`config.mk`:
```
export PLATFORM = sky130hd
export DESIGN_NAME = ball_tracker
export DESIGN_NICKNAME = d
export VERILOG_FILES = /design/src/rtl/ball_tracker.sv
export SDC_FILE = /design/constraint.sdc
export NUM_CORES = 1
export LEC_CHECK = 0
export ABC_AREA = 0
export CELL_PAD_IN_SITES_DETAIL_PLACEMENT = 1
export CELL_PAD_IN_SITES_GLOBAL_PLACEMENT = 2
export CORE_ASPECT_RATIO = 0.6
export CORE_MARGIN = 4
export CORE_UTILIZATION = 40
export DETAILED_ROUTE_END_ITERATION = 16
export GPL_ROUTABILITY_DRIVEN = 0
export PLACE_DENSITY_LB_ADDON = 0.1
export SETUP_SLACK_MARGIN = 0.1
export SLEW_MARGIN = 10
export SYNTH_ARGS = -nofsm -noshare
export SYNTH_HDL_FRONTEND = slang
export SYNTH_SLANG_ARGS = --single-unit
export TNS_END_PERCENT = 10
```
`constraint.sdc`:
```
create_clock -name clk_i -period 9.8 [get_ports clk_i]
set_input_delay 2.94 -clock clk_i [delete_from_list [all_inputs] [get_ports clk_i]]
set_output_delay 2.94 -clock clk_i [all_outputs]
set_load 0.02 [all_outputs]
```
`src/rtl/ball_tracker.sv`:
```
// Ball tracker: filters once-per-frame grid detections into a locked, velocity-annotated track.
// Optional macro BALL_TRACKER_SMOOTH_EN averages near hits with the current track while locked.
module ball_tracker #(
  parameter int unsigned COLS         = 40,
  parameter int unsigned ROWS         = 30,
  parameter int unsigned MIN_COUNT    = 8,
  parameter int unsigned ACQ_FRAMES   = 3,
  parameter int unsigned COAST_FRAMES = 4,
  parameter int unsigned JUMP_MAX     = 4
) (
  input  logic       clk_i,
  input  logic       rst_ni,
  input  logic       frame_valid_i,
  input  logic [5:0] ball_x_i,
  input  logic [4:0] ball_y_i,
  input  logic [7:0] ball_count_i,
  output logic [5:0] trk_x_o,
  output logic [4:0] trk_y_o,
  output logic [6:0] vel_x_o,
  output logic [5:0] vel_y_o,
  output logic       locked_o,
  output logic [1:0] state_o,
  output logic       out_valid_o
);

  typedef enum logic [1:0] {
    S_SEARCH  = 2'd0,
    S_ACQUIRE = 2'd1,
    S_TRACK   = 2'd2,
    S_COAST   = 2'd3
  } state_e;

  localparam logic [5:0]        XMAX_C = 6'(COLS - 1);
  localparam logic [4:0]        YMAX_C = 5'(ROWS - 1);
  localparam logic signed [7:0] XMAX_S = 8'(COLS - 1);
  localparam logic signed [7:0] YMAX_S = 8'(ROWS - 1);

  state_e            state_q, state_d;
  logic              v1_q;
  logic [5:0]        mx_q;
  logic [4:0]        my_q;
  logic [7:0]        mc_q;
  logic [5:0]        cand_x_q, cand_x_d;
  logic [4:0]        cand_y_q, cand_y_d;
  logic [3:0]        acq_q, acq_d;
  logic [3:0]        coast_q, coast_d;
  logic [5:0]        trk_x_q, trk_x_d;
  logic [4:0]        trk_y_q, trk_y_d;
  logic [6:0]        vel_x_q, vel_x_d;
  logic [5:0]        vel_y_q, vel_y_d;
  logic              out_valid_q, out_valid_d;

  logic              accept_s;
  logic              hit_s, near_s;
  logic [5:0]        ref_x_s;
  logic [4:0]        ref_y_s;
  logic signed [6:0] dx_s;
  logic signed [5:0] dy_s;
  logic [6:0]        adx_s;
  logic [5:0]        ady_s;
  logic signed [7:0] px_s, py_s;
  logic [5:0]        pred_x_s;
  logic [4:0]        pred_y_s;
  logic [5:0]        new_x_s;
  logic [4:0]        new_y_s;
  logic signed [6:0] nvx_s, evx_s;
  logic signed [5:0] nvy_s, evy_s;

  // A frame strobe directly after an accepted one is dropped.
  assign accept_s = frame_valid_i & ~v1_q;

  // Input capture stage.
  always_ff @(posedge clk_i or negedge rst_ni) begin
    if (!rst_ni) begin
      v1_q <= 1'b0;
      mx_q <= 6'd0;
      my_q <= 5'd0;
      mc_q <= 8'd0;
    end else begin
      v1_q <= accept_s;
      if (accept_s) begin
        mx_q <= ball_x_i;
        my_q <= ball_y_i;
        mc_q <= ball_count_i;
      end
    end
  end

  // Hit/near classification, prediction and candidate velocities.
  always_comb begin
    hit_s   = (mc_q >= 8'(MIN_COUNT)) && (mx_q <= XMAX_C) && (my_q <= YMAX_C);
    ref_x_s = (state_q == S_ACQUIRE) ? cand_x_q : trk_x_q;
    ref_y_s = (state_q == S_ACQUIRE) ? cand_y_q : trk_y_q;
    dx_s    = $signed({1'b0, mx_q}) - $signed({1'b0, ref_x_s});
    dy_s    = $signed({1'b0, my_q}) - $signed({1'b0, ref_y_s});
    adx_s   = dx_s[6] ? 7'(-dx_s) : 7'(dx_s);
    ady_s   = dy_s[5] ? 6'(-dy_s) : 6'(dy_s);
    near_s  = hit_s && (adx_s <= 7'(JUMP_MAX)) && (ady_s <= 6'(JUMP_MAX));

    px_s = $signed({2'b00, trk_x_q}) + $signed({vel_x_q[6], vel_x_q});
    py_s = $signed({3'b000, trk_y_q}) + $signed({{2{vel_y_q[5]}}, vel_y_q});
    if (px_s < 8'sd0) begin
      pred_x_s = 6'd0;
    end else if (px_s > XMAX_S) begin
      pred_x_s = XMAX_C;
    end else begin
      pred_x_s = px_s[5:0];
    end
    if (py_s < 8'sd0) begin
      pred_y_s = 5'd0;
    end else if (py_s > YMAX_S) begin
      pred_y_s = YMAX_C;
    end else begin
      pred_y_s = py_s[4:0];
    end

`ifdef BALL_TRACKER_SMOOTH_EN
    new_x_s = 6'((7'(trk_x_q) + 7'(mx_q) + 7'd1) >> 1);
    new_y_s = 5'((6'(trk_y_q) + 6'(my_q) + 6'd1) >> 1);
`else
    new_x_s = mx_q;
    new_y_s = my_q;
`endif
    nvx_s = $signed({1'b0, new_x_s}) - $signed({1'b0, trk_x_q});
    nvy_s = $signed({1'b0, new_y_s}) - $signed({1'b0, trk_y_q});
    evx_s = $signed({1'b0, mx_q}) - $signed({1'b0, cand_x_q});
    evy_s = $signed({1'b0, my_q}) - $signed({1'b0, cand_y_q});
  end

  // Tracker next-state and output update, evaluated once per accepted frame.
  always_comb begin
    state_d     = state_q;
    cand_x_d    = cand_x_q;
    cand_y_d    = cand_y_q;
    acq_d       = acq_q;
    coast_d     = coast_q;
    trk_x_d     = trk_x_q;
    trk_y_d     = trk_y_q;
    vel_x_d     = vel_x_q;
    vel_y_d     = vel_y_q;
    out_valid_d = 1'b0;
    if (v1_q) begin
      out_valid_d = 1'b1;
      case (state_q)
        S_SEARCH: begin
          if (hit_s) begin
            state_d  = S_ACQUIRE;
            cand_x_d = mx_q;
            cand_y_d = my_q;
            acq_d    = 4'd1;
          end else begin
            state_d = S_SEARCH;
          end
        end
        S_ACQUIRE: begin
          if (near_s) begin
            cand_x_d = mx_q;
            cand_y_d = my_q;
            if (acq_q + 4'd1 == 4'(ACQ_FRAMES)) begin
              state_d = S_TRACK;
              acq_d   = 4'd0;
              trk_x_d = mx_q;
              trk_y_d = my_q;
              vel_x_d = evx_s;
              vel_y_d = evy_s;
            end else begin
              acq_d = acq_q + 4'd1;
            end
          end else if (hit_s) begin
            cand_x_d = mx_q;
            cand_y_d = my_q;
            acq_d    = 4'd1;
          end else begin
            state_d = S_SEARCH;
            acq_d   = 4'd0;
          end
        end
        S_TRACK, S_COAST: begin
          if (near_s) begin
            state_d = S_TRACK;
            coast_d = 4'd0;
            trk_x_d = new_x_s;
            trk_y_d = new_y_s;
            vel_x_d = nvx_s;
            vel_y_d = nvy_s;
          end else if (state_q == S_TRACK) begin
            state_d = S_COAST;
            coast_d = 4'd1;
            trk_x_d = pred_x_s;
            trk_y_d = pred_y_s;
          end else if (coast_q + 4'd1 == 4'(COAST_FRAMES)) begin
            // Lock lost: position freezes at the last prediction.
            state_d = S_SEARCH;
            coast_d = 4'd0;
            vel_x_d = 7'd0;
            vel_y_d = 6'd0;
          end else begin
            coast_d = coast_q + 4'd1;
            trk_x_d = pred_x_s;
            trk_y_d = pred_y_s;
          end
        end
        default: begin
          state_d = S_SEARCH;
        end
      endcase
    end else begin
      out_valid_d = 1'b0;
    end
  end

  // Tracker state and output registers.
  always_ff @(posedge clk_i or negedge rst_ni) begin
    if (!rst_ni) begin
      state_q     <= S_SEARCH;
      cand_x_q    <= 6'd0;
      cand_y_q    <= 5'd0;
      acq_q       <= 4'd0;
      coast_q     <= 4'd0;
      trk_x_q     <= 6'd0;
      trk_y_q     <= 5'd0;
      vel_x_q     <= 7'd0;
      vel_y_q     <= 6'd0;
      out_valid_q <= 1'b0;
    end else begin
      state_q     <= state_d;
      cand_x_q    <= cand_x_d;
      cand_y_q    <= cand_y_d;
      acq_q       <= acq_d;
      coast_q     <= coast_d;
      trk_x_q     <= trk_x_d;
      trk_y_q     <= trk_y_d;
      vel_x_q     <= vel_x_d;
      vel_y_q     <= vel_y_d;
      out_valid_q <= out_valid_d;
    end
  end

  assign trk_x_o     = trk_x_q;
  assign trk_y_o     = trk_y_q;
  assign vel_x_o     = vel_x_q;
  assign vel_y_o     = vel_y_q;
  assign out_valid_o = out_valid_q;
  assign state_o     = state_q;
  assign locked_o    = (state_q == S_TRACK) || (state_q == S_COAST);

endmodule

```
**After elaboration in Yosys (flattened, before gate mapping)**

Index checks and enable logic that the tools add are counted.

- Add/sub/neg operators: 12
- Magnitude comparators: 9
- Equality and inequality tests: 14
- Mux-type cells: 55
- Bitwise logic cells: 2
- Reductions and logical operators: 15

Operators with widths:

| kind | number |
|---|---|
| $mux 6 | 16 |
| $mux 5 | 10 |
| $mux 7 | 6 |
| $pmux 6 s2 | 3 |
| $mux 4 | 6 |
| $sub 6x6->7 | 3 |
| $pmux 5 s2 | 2 |
| $sub 5x5->6 | 3 |
| $pmux 7 s2 | 1 |
| $mux 2 | 6 |
| $ne 3x3->1 const B | 3 |
| $add 4x1->4 const B | 2 |
| $add 7x7->8 | 1 |
| $ge 8x4->1 const B | 1 |
| $gt 8x7->1 const B | 1 |
| $lt 8x1->1 const B | 1 |
| $ne 4x4->1 const B | 2 |
| $pmux 4 s2 | 1 |
| $add 6x6->7 | 1 |
| $gt 7x6->1 const B | 1 |
| $le 7x3->1 const B | 1 |
| $lt 7x1->1 const B | 1 |
| $neg 7->7 | 1 |
| $le 6x3->1 const B | 1 |
| other kinds (24) | 33 |

- Register bits: 66
- Bits of input ports: 22
- Word-level logic and storage cells: 121

**Logic depth before layout (Yosys ltp)**

- Depth after elaboration: 10
- Depth in mapped cells: 17

**Worst setup path after synthesis**

No wires, ideal clock.

- Path kind: register -> register
- Start point: register state_q[0], in the netlist state_o[0]
- End point: register trk_x_q[0], in the netlist trk_x_o[0]
- Library setup time: 125 ps
- Arrival time: 4133 ps
- Required time: 9675 ps
- Path slack: 5542 ps
- Cell stages (with the launch flop): 17
- Buffers on the path: 4
- Clock period less this slack: 4258 ps
- Path through: dfrtp_1 clkbuf_1 nor2b_1 clkbuf_1 clkbuf_1 mux2_2 ha_1 fa_1 nand2b_1 o2bb2ai_1 mux2i_1 nor4b_1 o22ai_2 a211oi_4 or2_4 buf_8 mux2_4

- Word-level cells in the longest chain between the ends: 10
- Elaborated cells on any way between the ends: 24
- Those cells by class: 4 x add/sub; 2 x order compare; 6 x eq/ne; 7 x mux; 5 x reduce/logical

Ends and longest elaborated chain:

| item | RTL line | source |
|---|---|---|
| from (decl) | 38 | `state_e state_q, state_d;` |
| from (signal assigned) | 226 | `state_q <= state_d;` |
| $eq 2x1->1 | 92, 93, 144 |  |
| $mux 6 | 92 | `ref_x_s = (state_q == S_ACQUIRE) ? cand_x_q : trk_x_q;` |
| $sub 6x6->7 | 94 | `dx_s = $signed({1'b0, mx_q}) - $signed({1'b0, ref_x_s});` |
| $neg 7->7 | 96 | `adx_s = dx_s[6] ? 7'(-dx_s) : 7'(dx_s);` |
| $mux 7 | 96 |  |
| $le 7x3->1 | 98 | `near_s = hit_s && (adx_s <= 7'(JUMP_MAX)) && (ady_s <= 6'(JUMP_MAX));` |
| $logic_and 1x1->1 (2 in a row) | 98 |  |
| $ne 4x4->1 (no source line) (tied with other cells) | -- |  |
| $reduce_and 5->1 (no source line) or $pmux 6 s2 (tied branches) | -- |  |
| to (signal assigned) | 231 | `trk_x_q <= trk_x_d;` |
| to (decl) | 47 | `logic [5:0] trk_x_q, trk_x_d;` |

Parallel ways exist; a longest one is shown, timed or not.
A chain may end at the register's enable or synchronous reset.

**Worst setup path after layout**

- Start point: register state_q[0], in the netlist state_o[0]
- End point: output port state_o[0]

RTL lines:

| item | RTL line | source |
|---|---|---|
| to (decl) | 22 | `output logic [1:0] state_o,` |

No word-level cell between the ends.

==> run summary <==
relative slew slack: 40.61%
Layout fillers: 1,405
worst-skew pair later-pin latency: 330 ps
Worst path slowest cell: clkdlybuf4s50_1
CTS Hold Bufs: 0
Iter 0 DRT Violations: 160
P_sw: 0.0006425 W
antenna fix cells: 0
layout net count: 650
Placed Cells: 726
Cell Rows: 31
clock skew: 8.168 ps
Comb power frac: 52.7%
largest net degree at the start of global routing: 64
Post-Syn Nets: 609
Area growth syn-to-layout: 17.74%
Worst-Margin Slew: 886.9 ps
Via-to-Cell Ratio: 5.447
status: completed
Seq pwr share: 24.5%
post-cts sizing count: 0
Yosys top cell by area: dfrtp_1
maximum vdd drop: 92.90 uV
EDFF count, synth: 0
Finished Layout Cells: 742
Synth Area in Adders: 15.07%
Max Transition Viols Final: 0
clock root cell: clkbuf_16
Initial Utilization: 41.45%
Crit Path Class: reg2out
setup bufs post-CTS: 0
clk slew on worst S/H paths: 60 ps
post-synthesis mux area share: 11.08%
Num CTS Buffers: 9
final WL: 14,070 um
Synth area leaders: dfrtp_1 31%, ha_1 12%, mux2_2 4.2%
largest stage delay on the critical path: 670 ps
Synth Area in XOR/XNOR: 5.006%
max-cap violation count: 0
die width: 153.0 um
drc violations: 0
Cells after Synth: 531
Post-synth top flop: dfrtp_1
Net Sw Frac: 42.58%
FFs w/ async S/R, synth: 100.0%
Distinct cells, synth: 61
CP arrival: 1550 ps
CP bufs+invs: 1
port bufs: 46
Int Pwr: 0.0008666 W
Final setup viols: 0
register area share after synthesis: 31.23%
compound-cell area share of the yosys netlist: 18.93%
Total Die Area: 0.01454 sq mm
Core Footprint: 0.01218 sq mm
CP endpoint kind: output pin
Data required, critical path: 6860 ps
Simple-Gate Fraction of Synth Area: 13.26%
wire per inst: 18.97 um
synthesized area per cell: 9.508 sq um
synthesis-stage register bit count: 63
Sink Count: 63
clock tree buffer depth: 2
Mapped Area: 0.005049 sq mm
Detail Route Antenna Nets: 0
Worst Setup Start Kind: flop
largest family of logic cells by synthesized area: compound AO/OA/AOI/OAI gates
via count: 4,042
gr usage total: 20.07%
Final Hold Fails: 0
critical-path cell list: clkdlybuf4s50_1
post-synth top area share: 31.23%
TNS Setup: 0 ps
Cell Pwr Density: 253.9 mW/mm^2
Static Leak: 2.729 nW
fmax: 0.2228 GHz
Tcrit/Tclk final: 45.79%
drt first pass iters: 4
layout cells sized above 1: 11.27%
io pins: 50
vias in the first global route: 4,288
CTS tree: built
Period minus WS final: 4488 ps
Syn. warnings: 0
CP delay by family, top: buffers and inverters
first-pass GRT wire length: 23,000 um
gr ovfl total: 0
Hold/Removal Path Class: reg2reg
post-DP HPWL: 11,000 um
htree depth: 3
Die Span Y: 95.02 um
unrepaired setup endpoints after global routing: no
worst-path maximum fanout: 10
clock group share of total power: 22.8%
initial antenna violation count: 0
## path summary, 6_finish.rpt
kind	startpoint	end	slack, ps	cells after the start
min reg2reg	mc_q[4]	mc_q[4]	500	1
min in group asynchronous	rst_ni	my_q[2]	2780	2
min	mc_q[4]	mc_q[4]	500	1
max	state_o[0]	state_o[0]	5310	1
max reg2reg	state_o[0]	vel_x_o[4]	5380	13
max in group asynchronous	rst_ni	trk_y_o[4]	6420	2
## kinds of logic (layout without fill, tap and decap cells)
family | count (synthesis) | in the layout
AOI/OAI and AO/OA | 139 | 139
xor gates and xnor gates | 28 | 28
adders and majority gates | 56 | 56
buffers and inverters | 64 | 110
DFF | 63 | 63
muxes | 47 | 47
and+or+nand+nor | 134 | 134
## metal layers
metal	vias to the layer above	share of wire (%)	track usage, %
met3	8	3.3	3.673
met2	69	41	29.54
met1	1998	55	30.71
met5	-	0	0
li1	1967	-	-
met4	0	0.74	4.003
## Yosys cell counts (2+ instances only)
cell type,count
and3_1,3
nand2_1,39
inv_1,44
xor2_1,13
o211ai_1,5
ha_1,48
a22o_1,7
o21a_1,4
a31oi_1,6
o21ai_0,42
nor4b_1,2
a211oi_1,4
nor4_1,3
nand2b_1,11
a21o_1,17
o21ai_2,2
nor2_1,31
xnor2_1,14
dfrtp_1,63
and2_1,2
nor3b_1,2
nand3b_1,2
a311oi_1,2
a21oi_1,29
fa_1,8
nand3_1,6
mux2_2,19
a41o_1,2
clkbuf_1,13
nor2b_1,11
buf_2,2
mux2_4,13
nor3_1,7
or3_1,3
o2bb2ai_1,6
or2_1,3
nand4_1,3
o21bai_1,2
o22ai_1,2
mux2i_1,15
## cell type report
type                    count  area, sq um  share of cell area (%)
repair buffers             49        478.0                   8.040
clock buffers              10        229.0                   3.852
inverters                  45        168.9                   2.842
clock inverters             6        85.08                   1.431
well taps                 165        206.4                   3.473
flip-flops and latches     63         1577                   26.52
multi-input cells         404         3201                   53.84
## cell usage in the layout (no fill, tap or decap), drive strengths merged, types with 14 or more instances in the layout
cell type      count
dfrtp             63
ha                48
clkdlybuf4s50     45
inv               44
o21ai             44
nand2             39
mux2              32
nor2              31
a21oi             29
a21o              17
mux2i             15
xnor2             14
xor2              14
## power by group through the flow
stage / logic [W] / registers, W / clock network [W]
floorplan: 0.000566 / 0.000365 / 0
global placement: 0.000757 / 0.000367 / 0
detailed placement: 0.000787 / 0.000373 / 0
CTS: 0.000793 / 0.000368 / 0.000353
global route: 0.000876 / 0.000376 / 0.000366
finish: 0.000795 / 0.000369 / 0.000345
## stage by stage
| step | hold slack, ps | setup WS, ps | area, sq um | util [%] | power (W) |
|---|---|---|---|---|---|
| after detailed placement | 492.6 | 5114 | 5630 | 46.23 | 0.001160 |
| after CTS | 506.6 | 5313 | 5944 | 48.81 | 0.001515 |
| after floorplan | 365.0 | 5542 | 5049 | - | 0.0009304 |
| after global routing | 516.9 | 5142 | 5944 | 48.81 | 0.001618 |
| after global placement | 481.7 | 5162 | 5630 | 46.23 | 0.001124 |
| final | 499.2 | 5312 | 5944 | 48.81 | 0.001509 |
Power figures use the tool's default switching activity.
